File: config.mk
export PLATFORM = sky130hd
export DESIGN_NAME = signal_patch_ctrl
export DESIGN_NICKNAME = d
export VERILOG_FILES = /design/src/rtl/patch_pkg.sv /design/src/rtl/patch_lane.sv /design/src/rtl/signal_patch_ctrl.sv
export SDC_FILE = /design/constraint.sdc
export NUM_CORES = 1
export LEC_CHECK = 0
export CAP_MARGIN = 20
export CORE_MARGIN = 3
export CORE_UTILIZATION = 40
export CTS_BUF_LIST = sky130_fd_sc_hd__clkbuf_8
export DETAILED_ROUTE_END_ITERATION = 10
export PLACE_DENSITY = 0.72
export SYNTH_ARGS = -nofsm -noshare
export SYNTH_HDL_FRONTEND = slang
export SYNTH_SLANG_ARGS = --single-unit
File: constraint.sdc
create_clock -name clk -period 4.2 [get_ports clk]
set_input_delay 0.42 -clock clk [delete_from_list [all_inputs] [get_ports clk]]
set_output_delay 0.42 -clock clk [all_outputs]
set_load 0.01 [all_outputs]
File: src/rtl/patch_pkg.sv
// patch_pkg: shared state/lane-mode types and register map for the signal patch unit
package patch_pkg;
    typedef enum logic [1:0] {IDLE, ARMED, ACTIVE, DONE} state_e;
    typedef enum logic [1:0] {PASS, FORCE0, FORCE1, INVERT} lane_mode_e;
    localparam int ADDR_MATCH_VAL  = 0;
    localparam int ADDR_MATCH_MASK = 1;
    localparam int ADDR_MATCH_CNT  = 2;
    localparam int ADDR_HOLD_CNT   = 3;
    localparam int ADDR_LANE_BASE  = 4;
endpackage

File: src/rtl/patch_lane.sv
// patch_lane: combinational per-bit override of one controlled lane
module patch_lane
    import patch_pkg::*;
#(
    parameter int CH_W = 2
) (
    input  logic            active,
    input  lane_mode_e      mode,
    input  logic [CH_W-1:0] mask,
    input  logic [CH_W-1:0] in,
    output logic [CH_W-1:0] out
);
    logic [CH_W-1:0] ovr;
    always_comb begin
        ovr = mode == FORCE0 ? '0 : mode == FORCE1 ? '1 : mode == INVERT ? ~in : in;
        out = active ? (in & ~mask) | (ovr & mask) : in;
    end
endmodule

File: src/rtl/signal_patch_ctrl.sv
// signal_patch_ctrl: counted masked-pattern trigger that overrides NUM_CH signal lanes
module signal_patch_ctrl
    import patch_pkg::*;
#(
    parameter int NUM_CH = 4,
    parameter int CH_W   = 2,
    parameter int OBS_W  = 8,
    parameter int CNT_W  = 16,
    localparam int ADDR_W = $clog2(4 + NUM_CH)
) (
    input  logic                     clk,
    input  logic                     rst,
    input  logic                     cfg_we,
    input  logic [ADDR_W-1:0]        cfg_addr,
    input  logic [31:0]              cfg_wdata,
    output logic                     cfg_err,
    input  logic                     arm,
    input  logic                     disarm,
    input  logic [OBS_W-1:0]         obs_in,
    input  logic [NUM_CH*CH_W-1:0]   sig_in,
    output logic [NUM_CH*CH_W-1:0]   sig_out,
    output logic [1:0]               state_o,
    output logic                     trig_active,
    output logic [7:0]               fire_cnt
);
    state_e           state_q, state_d;
    logic [OBS_W-1:0] val_q, val_d, mask_q, mask_d;
    logic [CNT_W-1:0] match_cnt_q, match_cnt_d, hold_cnt_q, hold_cnt_d;
    logic [CNT_W-1:0] mcnt_q, mcnt_d, hcnt_q, hcnt_d, target;
    lane_mode_e       mode_q [NUM_CH], mode_d [NUM_CH];
    logic [CH_W-1:0]  lmask_q [NUM_CH], lmask_d [NUM_CH];
    logic [7:0]       fire_q, fire_d;
    logic             err_q, err_d, wr_ok, match, cfg_unused;
    assign cfg_unused = ^cfg_wdata;
    always_comb begin
        wr_ok       = cfg_we && state_q == IDLE && int'(cfg_addr) < ADDR_LANE_BASE + NUM_CH;
        err_d       = cfg_we && !wr_ok;
        val_d       = wr_ok && int'(cfg_addr) == ADDR_MATCH_VAL  ? cfg_wdata[OBS_W-1:0] : val_q;
        mask_d      = wr_ok && int'(cfg_addr) == ADDR_MATCH_MASK ? cfg_wdata[OBS_W-1:0] : mask_q;
        match_cnt_d = wr_ok && int'(cfg_addr) == ADDR_MATCH_CNT  ? cfg_wdata[CNT_W-1:0] : match_cnt_q;
        hold_cnt_d  = wr_ok && int'(cfg_addr) == ADDR_HOLD_CNT   ? cfg_wdata[CNT_W-1:0] : hold_cnt_q;
        for (int k = 0; k < NUM_CH; k++) begin
            mode_d[k]  = wr_ok && int'(cfg_addr) == ADDR_LANE_BASE + k ? lane_mode_e'(cfg_wdata[CH_W+1:CH_W]) : mode_q[k];
            lmask_d[k] = wr_ok && int'(cfg_addr) == ADDR_LANE_BASE + k ? cfg_wdata[CH_W-1:0] : lmask_q[k];
        end
    end
    always_comb begin
        target  = match_cnt_q == '0 ? CNT_W'(1) : match_cnt_q;
        match   = ((obs_in ^ val_q) & mask_q) == '0;
        state_d = state_q;
        mcnt_d  = mcnt_q;
        hcnt_d  = hcnt_q;
        fire_d  = fire_q;
        case (state_q)
            IDLE: begin
                if (arm) begin
                    state_d = ARMED;
                    mcnt_d  = '0;
                end
            end
            ARMED: begin
                mcnt_d = match ? mcnt_q + CNT_W'(1) : '0;
                if (match && mcnt_q + CNT_W'(1) == target) begin
                    state_d = ACTIVE;
                    hcnt_d  = CNT_W'(1);
                    fire_d  = fire_q == 8'hFF ? fire_q : fire_q + 8'd1;
                end
            end
            ACTIVE: begin
                hcnt_d = &hcnt_q ? hcnt_q : hcnt_q + CNT_W'(1);
                if (hold_cnt_q != '0 && hcnt_q >= hold_cnt_q) state_d = DONE;
            end
            default: ;
        endcase
        if (disarm) begin
            state_d = IDLE;
            fire_d  = fire_q;
        end
    end
    always_ff @(posedge clk) begin
        if (rst) begin
            state_q     <= IDLE;
            val_q       <= '0;
            mask_q      <= '0;
            match_cnt_q <= '0;
            hold_cnt_q  <= '0;
            mcnt_q      <= '0;
            hcnt_q      <= '0;
            fire_q      <= '0;
            err_q       <= 1'b0;
            for (int k = 0; k < NUM_CH; k++) begin
                mode_q[k]  <= PASS;
                lmask_q[k] <= '0;
            end
        end else begin
            state_q     <= state_d;
            val_q       <= val_d;
            mask_q      <= mask_d;
            match_cnt_q <= match_cnt_d;
            hold_cnt_q  <= hold_cnt_d;
            mcnt_q      <= mcnt_d;
            hcnt_q      <= hcnt_d;
            fire_q      <= fire_d;
            err_q       <= err_d;
            for (int k = 0; k < NUM_CH; k++) begin
                mode_q[k]  <= mode_d[k];
                lmask_q[k] <= lmask_d[k];
            end
        end
    end
    assign state_o     = state_q;
    assign trig_active = state_q == ACTIVE;
    assign fire_cnt    = fire_q;
    assign cfg_err     = err_q;
    for (genvar k = 0; k < NUM_CH; k++) begin : g_lane
        patch_lane #(.CH_W(CH_W)) u_lane (
            .active (trig_active),
            .mode   (mode_q[k]),
            .mask   (lmask_q[k]),
            .in     (sig_in[k*CH_W +: CH_W]),
            .out    (sig_out[k*CH_W +: CH_W])
        );
    end
endmodule
After elaboration in Yosys (flattened, before gate mapping)

Memories as Yosys holds them, arrays and structs flattened.
Cells that the tools add are included.
W data, S select, Z words.

Add/subtract/negate cells: 3
$lt $le $gt $ge: 1
Equal/unequal tests: 27
Muxes and demuxes: 46
Bitwise gates (word level): 32
Reduce and logical (&&, ||, !) cells: 27

Operators with widths:

| cell                    | count |
|---|---|
| $mux W16                | 5 |
| $mux W2                 | 35 |
| $pmux W16 S2            | 2 |
| $add A16 B1 Y16 const B | 2 |
| $eq A2 B2 Y1 const B    | 9 |
| $and A2 B2 Y2           | 8 |
| $eq A16 B16 Y1          | 1 |
| $ge A16 B16 Y1          | 1 |
| $logic_not A16 Y1       | 1 |
| $not A2 Y2              | 8 |
| $reduce_and A16 Y1      | 1 |
| $reduce_bool A16 Y1     | 1 |
| $eq A3 B3 Y1 const B    | 4 |
| $logic_and A1 B1 Y1     | 12 |
| $eq A2 B1 Y1 const B    | 5 |
| $add A8 B1 Y8 const B   | 1 |
| $and A8 B8 Y8           | 1 |
| $eq A8 B8 Y1 const B    | 1 |
| $logic_not A8 Y1        | 1 |
| $ne A2 B2 Y1 const B    | 4 |
| $or A1 B1 Y1            | 8 |
| $or A2 B2 Y2            | 4 |
| $reduce_and A4 Y1       | 2 |
| $xor A8 B8 Y8           | 1 |
| other kinds (13)        | 18 |

Flip-flop bits (word level): 91
Bits in writable memories: 16
Input bits: 56
Output and inout bits: 20
Memories kept: 2

Memory list:

| memory  | words | width | read ports | clocked after Yosys merged registers in | wr ports | RTL line                | RTL |
|---|---|---|---|---|---|---|---|
| lmask_q | 4     | 2     | 4          | 0                                       | 4        | signal_patch_ctrl.sv:31 | `logic [CH_W-1:0] lmask_q [NUM_CH], lmask_d [NUM_CH];` |
| mode_q  | 4     | 2     | 4          | 0                                       | 4        | signal_patch_ctrl.sv:30 | `lane_mode_e mode_q [NUM_CH], mode_d [NUM_CH];` |

Logic depth before layout (Yosys ltp)

Gate-level depths: netlist (run 1).

Depth after elaboration: 7
Gate-level depth with buffers: 11

Cells and area by module

A second synthesis (run 1) with hierarchy kept.

Cell total of the unflattened synthesis: 711
Area, all modules: 5754.3 µm²

Modules (own cells, without submodules):

| module            | times used | cells an instance | area each (µm²) | seq. area each (µm²) |
|---|---|---|---|---|
| signal_patch_ctrl | 1          | 695               | 5634.2          | 2142.1 |
| patch_lane        | 4          | 4                 | 30.0            | 0.0 |

Worst setup path after synthesis (run 1)

OpenSTA, ideal clock, no wires.

Path type: register to register
Start point: register mcnt_q[0]
End point: register fire_q[2] (netlist: fire_cnt[2])
Library setup time: 0.070 ns
Data arrival time: 2.825 ns
Setup slack: 1.305 ns
Stages on the path, launching flop included: 12
Path buffers: 2
Clock period less this slack: 2.895 ns
Cells stage by stage: dfxtp_1 > ha_1 > clkbuf_2 > nand3_2 > or4_1 > or3_1 > nand3_1 > nand4_1 > or3_4 > buf_6 > or3_1 > a21oi_1

Word-level cells in the longest chain between the ends: 4

RTL lines:

| element                            | RTL line                 | RTL |
|---|---|---|
| start: declaration                 | signal_patch_ctrl.sv:29  | `logic [CNT_W-1:0] mcnt_q, mcnt_d, hcnt_q, hcnt_d, target;` |
| start signal: assignment           | signal_patch_ctrl.sv:101 | `mcnt_q <= mcnt_d;` |
| $add A16 B1 Y16                    | signal_patch_ctrl.sv:63  | `if (match && mcnt_q + CNT_W'(1) == target) begin` |
| $eq A16 B16 Y1                     | signal_patch_ctrl.sv:63  |  |
| $logic_and A1 B1 Y1                | signal_patch_ctrl.sv:63  |  |
| $reduce_and A4 Y1 (no source line) | n/a                      |  |
| end signal: assignment             | signal_patch_ctrl.sv:103 | `fire_q <= fire_d;` |
| end: declaration                   | signal_patch_ctrl.sv:32  | `logic [7:0] fire_q, fire_d;` |

No other way between the ends.
A chain may end at the register's enable or synchronous reset.

Worst setup path after layout (run 1)

Start point: register mcnt_q[0]
End point: register fire_q[6] (netlist: fire_cnt[6])

Same word-level chain as after synthesis.

==> out/results.ini, run 1 <==
[outcome]
status=complete, no violations

[sta]
fin_skew_ns=0.0222
maxSlewViolCount=0
hold_viol_final=0
grt_setup_unrepaired=no
fin_ws_ns=0.757
setup_viol=0
period_share_pct=82.0
relSlewSlack_pct=28.7
tightest_slew_ns=1.07
clock.fmax_ghz=0.290
fin_tns_setup_ns=0
fin_crit_ns=3.44

[worst_setup_path]
cp_common_cell=or4_1
cp-start-kind=flip-flop
endpoint_kind=flip-flop
path_cells=ha_1, nand3_2, or4_1, or3_1, nand3_1, nand4_1, or3_4, or4_1, a21oi_1
path_max_fanout=14
crit_type=flip-flop to flip-flop
worstPathRequired_ns=4.53
slowest_delay_ns=0.56
cp.arrival_ns=3.77
slowest_stage=or4_1

[placement]
routabilityCongestion=0.831
port_buffers=59
place_worst_setup_slack_ns=0.848
post-dp-hpwl_mm=9.72

[finish]
layout-drive-gt1-share_pct=3.97
fin_nets=830
nFillCells=1386
area_growth_pct=15.3
antenna_cells=0

[cts]
clockBufferDepth=2
cts_setup_buffers=0
clkSinkCount=107
ctsResizeCount=0
clk_latency_ns=0.40
hold_buffers=0
cts_buffers=9
cts_tree=built
cts-root-buf=clkbuf_8
htreeDepth=3
cts.clk_slew.worst_paths_ns=0.11

[pwr]
p_leak_nw=2.33
peakVddDrop_mv=0.216
p_per_area_nw_per_um2=290

[logic_synthesis]
synthTopCellsByCount=dfxtp_1 (107), nand2_1 (102), nor2_1 (64)
postSynthCellCount=718
synth_ff_type=dfxtp_1
synth.most_common_cell=dfxtp_1
synth_async_sr_flop_share_pct=0
synth_cell_types=55
ys_seq_area_share_pct=37.2
synth_top_area_share_pct=37.2
synth_area_um2=5760
syn_area_per_cell_um2=8.03
synth_area_leaders=dfxtp_1 (37%), nand2_1 (6.6%), mux2i_1 (6.3%)
yosysWarnings=0
synth_seq_cells=107
syn_nets=798
synth_top_area_cell=dfxtp_1
synth_edf_count=0

[routing]
first_iter_violations=493
vias=5138
detail-route-antenna-nets=0
drtPass1Iterations=5
wire_per_inst_um=14.6
wl_mm=13.7
vias_per_cell=5.50
drc=0

[worst_hold_path]
hold_class=flip-flop to flip-flop

[run]
max_cap_viol_count=0

[floorplan]
die_x_um=126
rows=43
io_pins=76
dieArea_um2=15900
core_um2=14000
initial_utilization_pct=41.2
die_height_um=126

[grt]
overflow=0
grt_usage_pct=17.6
grt_pass1_vias=4767
antenna_found_initial=0
grt_pass1_wl_mm=23.5
grt_start_max_net_pins=60

-- flip-flops by register name, indices dropped and copies added, names as in the netlist --
signal       count
lmask_q          8
val_q            8
fire_cnt         8
mcnt_q          16
hcnt_q          16
mode_q           8
state_o          2
hold_cnt_q      16
mask_q           8
match_cnt_q     16
cfg_err          1
-- cell usage in the layout (no fill, tap or decap), types with 4 or more instances in the layout --
cell,n
a32o_1,7
o21ai_0,24
nor4_1,16
o211ai_1,5
or4_1,11
inv_1,28
mux2i_1,36
xnor2_1,12
nor3_1,12
buf_4,7
nand2b_1,5
nor2_1,64
nand3_1,26
nand2_1,102
or3_1,12
clkbuf_8,10
o31ai_1,5
a21oi_1,63
a22oi_1,5
nand4_1,10
xor2_1,18
ha_1,24
and3_1,4
a41oi_1,8
a31oi_1,15
dfxtp_1,107
clkdlybuf4s50_1,58
nor2b_1,11
-- power breakdown --
part | internal (mW) | total (mW) | switching [mW]
registers | 1.03 | 1.05 | 0.0158
clock network | 0.250 | 0.653 | 0.402
logic | 0.102 | 0.229 | 0.127
total | 1.38 | 1.93 | 0.545
-- worst max-delay path, delay by kind of cell (launching register included) --
family	cells	cell delay (ns)
simple gates	7	2.35
flops	1	0.50
fa+ha+maj	1	0.37
compound gates	1	0.15
-- stage by stage --
stage               power [mW]  std cells  util [%]  cell area [µm²]  hold slack [ns]
CTS                       1.95        935      47.5             6650            0.464
detailed placement        1.30        919      46.0             6440            0.466
floorplan                 1.20        718         -             5760            0.449
global placement          1.30        919      46.0             6440            0.462
global route              2.02        935      47.5             6650            0.480
finish                    1.93        935      47.5             6650            0.482
-- path summary, 6_finish.rpt --
check	startpoint	to	slack, ns	cells after the start
worst max-delay path	mcnt_q[0]$_SDFFE_PP0P_	fire_cnt[6]$_SDFFE_PP0P_	0.76	9
worst min-delay path	hold_cnt_q[12]$_SDFFE_PP0P_	hold_cnt_q[12]$_SDFFE_PP0P_	0.48	2
worst max register to register	mcnt_q[0]$_SDFFE_PP0P_	fire_cnt[6]$_SDFFE_PP0P_	0.76	9
worst min register to register	hold_cnt_q[12]$_SDFFE_PP0P_	hold_cnt_q[12]$_SDFFE_PP0P_	0.48	2
-- cell type report --
class,instances,area [µm²],share of cell area [%]
timing repair buffer,65,633,9.53
clock inverter,6,68.8,1.04
tap,180,225,3.39
clock buffer,10,138,2.07
inverter,28,105,1.58
sequential,107,2140,32.2
multi-input combinational,539,3330,50.2
-- layer usage --
| layer | up-vias | global-route usage [%] | wire length [µm] |
|---|---|---|---|
| li1 | 2632 | - | - |
| met1 | 2411 | 24.1 | 6550 |
| met2 | 81 | 28.2 | 6490 |
| met3 | 14 | 4.50 | 480 |
| met4 | 0 | 3.60 | 158 |
| met5 | - | 0 | 0 |
-- cells by family after synthesis --
| family | after synthesis | share of synthesized area, % |
|---|---|---|
| adders and majority gates | 24 | 5.21 |
| muxes | 36 | 6.25 |
| xor gates and xnor gates | 30 | 4.56 |
| AOI/OAI and AO/OA | 155 | 17.0 |
| and+or+nand+nor | 294 | 24.9 |
| DFF | 107 | 37.2 |
| buffers and inverters | 72 | 5.01 |
No activity file was read; power rests on OpenSTA's default activity.
==> inputs of run 2 (changes only) <==
--- a/config.mk
+++ b/config.mk
@@ -10,7 +10,7 @@
 export CORE_UTILIZATION = 40
 export CTS_BUF_LIST = sky130_fd_sc_hd__clkbuf_8
 export DETAILED_ROUTE_END_ITERATION = 10
-export PLACE_DENSITY = 0.72
+export PLACE_DENSITY = 0.74
 export SYNTH_ARGS = -nofsm -noshare
 export SYNTH_HDL_FRONTEND = slang
 export SYNTH_SLANG_ARGS = --single-unit
==> constraint.sdc (replaced) <==
create_clock -name clk -period 2.8 [get_ports clk]
set_input_delay 0.28 -clock clk [delete_from_list [all_inputs] [get_ports clk]]
set_output_delay 0.28 -clock clk [all_outputs]
set_load 0.01 [all_outputs]
==> run 2 against run 1 <==
Net effect:
- the flow now finishes with violations (negative setup slack)
- clock skew is 0.0015 ns lower
- sequential cell count stayed put
- count of clock-buffer cells in the layout is 1 lower
- die area stayed put
- cell count is 5.2% higher
- critical path depth is 1 higher
- global-route usage is 0.51 points higher
- power is 53% higher
- worst setup slack worse by 0.85 ns
- critical path type unchanged
- largest cell class unchanged
==> out/results.ini, run 2 (same netlist as run 1, synthesis figures left out) <==
[cts]
htreeDepth=3  ; unchanged
cts_tree=built
cts-root-buf=clkbuf_8
clkSinkCount=107  ; unchanged
clk_latency_ns=0.39  ; about the same
cts_buffers=9  ; unchanged
clockBufferDepth=2  ; unchanged
cts.clk_slew.worst_paths_ns=0.13  ; +0.02 ns

[floorplan]
io_pins=76  ; unchanged
core_um2=14000  ; unchanged
initial_utilization_pct=41.2  ; unchanged
dieArea_um2=15900  ; unchanged
die_x_um=126  ; unchanged
rows=43  ; unchanged
die_height_um=126  ; unchanged

[finish]
area_growth_pct=23.9
antenna_cells=0  ; unchanged
nFillCells=1335  ; -3.7%
final_cell_mix=nand2_1 (102), dfxtp_1 (100), nor2_1 (63)
fin_nets=879  ; +5.9%
layout-drive-gt1-share_pct=12.9  ; +9.0 points
final_common_cell=nand2_1

[sta]
fin_ws_ns=-0.0933  ; -0.850 ns
relSlewSlack_pct=57.4  ; +29 points
clock.fmax_ghz=0.346  ; +19%
grt_setup_unrepaired=yes
setup_viol=5  ; +5
holdWs_ns=0.372  ; -0.109 ns
fin_skew_ns=0.0207  ; -0.00151 ns
period_share_pct=103  ; +21 points
hold_viol_final=0  ; unchanged
fin_tns_setup_ns=-0.387  ; -0.387 ns
maxSlewViolCount=0  ; unchanged
fin_crit_ns=2.89  ; -0.550 ns
tightest_slew_ns=0.639  ; -0.427 ns

[routing]
top_layer_used=met4
drc=0  ; unchanged
drtPass1Iterations=5  ; unchanged
first_iter_violations=427  ; -13%
vias_per_cell=5.48  ; -0.32%
wl_mm=14.5  ; +5.9%
wire_per_inst_um=14.7  ; +0.62%
drt-met1-wl_mm=6.63  ; +1.3%
wl_met2_mm=7.17  ; +11%
routed-wl-met3_um=478  ; -0.42%
detail-route-antenna-nets=0  ; unchanged
vias=5390  ; +4.9%

[worst_setup_path]
cp-start-kind=flip-flop
worstPathRequired_ns=3.13  ; -1.40 ns
endpoint_kind=flip-flop
path_max_fanout=5  ; -9
cp.arrival_ns=3.22  ; -0.55 ns
r2r-start=mcnt_q[0]$_SDFFE_PP0P_
cp-startpoint=mcnt_q[0]$_SDFFE_PP0P_
crit_type=flip-flop to flip-flop

[pwr]
combPwrFrac_pct=12.9  ; +1.0 points
swShare_pct=29.0  ; +0.74 points
p_leak_nw=2.60  ; +12%
clkPwrFrac_pct=33.9  ; about the same
peakVddDrop_mv=0.251  ; +16%
internal_power_mw=2.09  ; +51%
p_sw_mw=0.854  ; +57%
p_per_area_nw_per_um2=412  ; +42%
seqPwrFrac_pct=53.2  ; -1.1 points

[grt]
grt_pass1_vias=5053  ; +6.0%
antenna_found_initial=0  ; unchanged
grt_start_max_net_pins=58  ; -3.3%
overflow=0  ; unchanged
grt_usage_pct=18.1  ; +0.51 points
grt_pass1_wl_mm=24.2  ; +3.1%

[run]
max_cap_viol_count=0  ; unchanged

[outcome]
violations=negative setup slack
status=complete, but fails checks

[placement]
post-dp-hpwl_mm=10.5  ; +7.6%
routabilityCongestion=0.827  ; -0.45%
port_buffers=59  ; unchanged

[worst_hold_path]
hold_class=primary input to flip-flop
hp-start=rst

## run 2: cell type report
type	instances	area, µm²	share of cell area (%)
well taps	180	225	3.15
inverters	28	105	1.47
clock buffers	9	124	1.74
flip-flops and latches	107	2150	30.1
multi-input cells	540	3450	48.3
clock inverters	7	86.3	1.21
repair buffers	113	997	14.0
## run 2: through the flow
stage | util [%] | total power, mW | instances | area, µm² | setup WS, ns
2_1_floorplan | - | 1.80 | 718 | 5780 | 0.0139
3_3_place_gp | 48.5 | 1.96 | 964 | 6790 | -0.0953
3_5_place_dp | 48.5 | 1.97 | 964 | 6790 | -0.0957
4_1_cts | 50.5 | 2.96 | 983 | 7060 | -0.0380
5_1_grt | 51.0 | 3.08 | 984 | 7140 | -0.152
6_report | 51.0 | 2.94 | 984 | 7140 | -0.0933
## run 2: per-layer routing
metal  vias to the layer above  GRT usage, %
met5                         -             0
met1                      2560          23.5
li1                       2727             -
met3                        15          3.65
met4                         0          4.42
met2                        88          30.9
## run 2: final timing paths
check | end | slack [ns] | cells past startpoint
min | fire_cnt[1]$_SDFFE_PP0P_ | 0.37 | 2
min reg2reg | match_cnt_q[0]$_SDFFE_PP0P_ | 0.49 | 2
max reg2reg | fire_cnt[3]$_SDFFE_PP0P_ | -0.09 | 10
max | fire_cnt[3]$_SDFFE_PP0P_ | -0.09 | 10
## run 2: worst max-delay path: stages, from the launching register on
cell and delay [ns]:
dfxtp_2 0.37, ha_4 0.15, nand3_4 0.09, or4_4 0.53, or3_1 0.33, nand3_2 0.09
nand4_1 0.21, buf_4 0.22, or3_4 0.36, or3_4 0.34, a21oi_2 0.13
## run 2: timing repair
| item | 4_1_cts | 5_1_grt |
|---|---|---|
| cloned | 1 | 0 |
| setup endpoints to repair | 18 | 25 |
| setup buffers | 2 | 2 |
| pin swaps | 7 | 7 |
| hold buffers | 0 | 0 |
| resized for setup | 12 | 16 |
## run 2: power by group through the flow
stage	registers (mW)	logic [mW]	clock network [mW]
floorplan	1.60	0.204	0
global placement	1.60	0.363	0
detailed placement	1.60	0.367	0
CTS	1.57	0.373	1.02
global route	1.57	0.416	1.09
finish	1.57	0.379	0.996
==> inputs of run 3 (changes only) <==
--- a/config.mk
+++ b/config.mk
@@ -6,6 +6,7 @@
 export NUM_CORES = 1
 export LEC_CHECK = 0
 export CAP_MARGIN = 20
+export CORE_ASPECT_RATIO = 0.6
 export CORE_MARGIN = 3
 export CORE_UTILIZATION = 40
 export CTS_BUF_LIST = sky130_fd_sc_hd__clkbuf_8
==> run 3 against run 2 <==
Net effect:
- the flow still finishes with violations (negative setup slack)
- first-iteration DRC count decreased by 1.4%
- die area increased by 0.29%
- hold slack improved by 0.045 ns
- critical endpoint unchanged
- highest routed layer unchanged
==> out/results.ini, run 3 (same netlist as run 1, synthesis figures left out) <==
[worst_setup_path]
r2r_cells=9  ; -1
path_cells=nand4_1, or4_4, or3_1, nand3_1, nand4_1, or3_4, buf_6, or3_4, a21oi_1
r2r-start=mcnt_q[5]$_SDFFE_PP0P_
crit_type=flip-flop to flip-flop
path_max_fanout=7  ; +2
r2r-end=fire_cnt[3]$_SDFFE_PP0P_
worstPathRequired_ns=3.12  ; about the same
cp.arrival_ns=3.17  ; -0.05 ns
slowest_delay_ns=0.57  ; +0.04 ns
slowest_stage=or4_4
endpoint_kind=flip-flop
cp-start-kind=flip-flop
reg2reg_setup_slack_ns=-0.05  ; +0.05 ns

[grt]
grt_pass1_wl_mm=26.0  ; +7.6%
grt_pass1_vias=5049  ; -0.079%
antenna_found_initial=0  ; unchanged
overflow=0  ; unchanged
grt_usage_pct=19.8  ; +1.7 points
grt_start_max_net_pins=67  ; +16%

[cts]
clockBufferDepth=2  ; unchanged
clk_latency_ns=0.39  ; about the same
cts-root-buf=clkbuf_8
cts.clk_slew.worst_paths_ns=0.12  ; about the same
clkSinkCount=107  ; unchanged
htreeDepth=3  ; unchanged
cts_tree=built
cts_buffers=9  ; unchanged
hold_buffers=0  ; unchanged

[sta]
tightest_slew_ns=0.711  ; +0.0727 ns
relSlewSlack_pct=52.6  ; -4.8 points
fin_ws_ns=-0.0479  ; +0.0454 ns
clock.fmax_ghz=0.351  ; +1.6%
hold_viol_final=0  ; unchanged
fin_skew_ns=0.0186  ; -0.00208 ns
maxSlewViolCount=0  ; unchanged
setup_viol=4  ; -1
grt_setup_unrepaired=yes
fin_crit_ns=2.85  ; -0.0454 ns
period_share_pct=102  ; -1.6 points

[worst_hold_path]
hp-start=rst
hold_class=primary input to flip-flop
min_path_cells=2  ; unchanged
hold_end=lmask_q[2][1]$_SDFFE_PP0P_

[routing]
wire_per_inst_um=16.1  ; +9.4%
wl_met2_mm=6.01  ; -16%
first_iter_violations=421  ; -1.4%
wl_mm=16.1  ; +11%
drtPass1Iterations=6  ; +1
detail-route-antenna-nets=0  ; unchanged
routed-wl-met3_mm=1.41  ; +190%
vias=5586  ; +3.6%
top_layer_used=met4
drt-met1-wl_mm=8.59  ; +30%
vias_per_cell=5.58  ; +1.9%
drc=0  ; unchanged

[pwr]
p_leak_nw=2.65  ; +1.9%
p_per_area_nw_per_um2=413  ; +0.29%
total_power_mw=3.00  ; +2.0%
peakVddDrop_mv=0.249  ; -1.0%

[outcome]
status=complete, but fails checks
violations=negative setup slack

[run]
max_cap_viol_count=0  ; unchanged

[finish]
antenna_cells=0  ; unchanged
layout-drive-gt1-share_pct=13.0  ; +0.044 points
final_util_pct=52.3  ; +1.3 points
fin_nets=885  ; +0.68%
area_growth_pct=26.0
final_cell_mix=nand2_1 (102), dfxtp_1 (101), nor2_1 (63)
final_common_cell=nand2_1

[floorplan]
die_x_um=161  ; +28%
core_um2=13900  ; -0.82%
initial_utilization_pct=41.5  ; +0.34 points
io_pins=76  ; unchanged
dieArea_um2=15900  ; +0.29%
die_height_um=99.0  ; -21%
rows=33  ; -23%

[placement]
post-dp-hpwl_mm=11.4  ; +9.2%
routabilityCongestion=0.878  ; +6.1%
port_buffers=59  ; unchanged

-- run 3: cell count changes in the layout (fill, tap and decap cells not counted), sizes merged --
cell      before  now
clkbuf         9   11
clkinvlp       0    1
or3           14   13
inv           33   30
bufinv         0    1
buf           55   60
-- run 3: metrics by stage --
step	TNS, ns	hold WS [ns]	cell area, µm²	setup slack (ns)	instances
floorplan	0	0.416	5780	0.0139	718
global placement	0	0.460	6830	0.00205	978
detailed placement	-0.242	0.465	6830	-0.0686	978
CTS	-0.0159	0.394	7100	-0.0159	996
global route	-1.10	0.429	7260	-0.111	1001
finish	-0.0675	0.417	7260	-0.0479	1001
-- run 3: worst max-delay path: cells and delay by family (launching register included) --
| family | cells | cell delay, ns |
|---|---|---|
| AO/OA/AOI/OAI | 1 | 0.14 |
| buffers and inverters | 1 | 0.16 |
| flip-flops | 1 | 0.37 |
| AND/OR/NAND/NOR | 7 | 2.11 |
-- run 3: final cells by class --
type	instances	area [µm²]
fill	1310	6610
multi-input combinational	539	3430
sequential	107	2150
timing repair buffer	120	1120
tap	192	240
clock buffer	9	124
inverter	28	105
clock inverter	6	85.1
-- run 3: report_power, final --
| group | internal (mW) | switching, mW |
|---|---|---|
| combinational | 0.199 | 0.220 |
| clock | 0.431 | 0.584 |
| sequential | 1.55 | 0.0223 |
-- run 3: layer usage --
metal,vias up,global-route usage [%]
met5,-,0
met4,0,3.30
met3,9,5.38
met2,208,26.4
met1,2628,31.5
li1,2741,-
-- run 3: worst max-delay path by stage --
stage / depth (start not counted) / from / slack, ns / to
after floorplan: 11 / mcnt_q[0]$_SDFFE_PP0P_ / 0.01 / fire_cnt[2]$_SDFFE_PP0P_
after global placement: 9 / mcnt_q[0]$_SDFFE_PP0P_ / 0.002 / fire_cnt[4]$_SDFFE_PP0P_
after detailed placement: 9 / mcnt_q[0]$_SDFFE_PP0P_ / -0.07 / fire_cnt[5]$_SDFFE_PP0P_
after CTS: 9 / mcnt_q[4]$_SDFFE_PP0P_ / -0.02 / fire_cnt[3]$_SDFFE_PP0P_
after global routing: 9 / mcnt_q[5]$_SDFFE_PP0P_ / -0.11 / fire_cnt[3]$_SDFFE_PP0P_
final: 9 / mcnt_q[5]$_SDFFE_PP0P_ / -0.05 / fire_cnt[3]$_SDFFE_PP0P_
-- run 3: repair_timing --
action,4_1_cts,5_1_grt
setup endpoints to repair,4,22
pin swaps,5,18
cloned,0,3
setup buffers,3,2
resized for setup,12,21
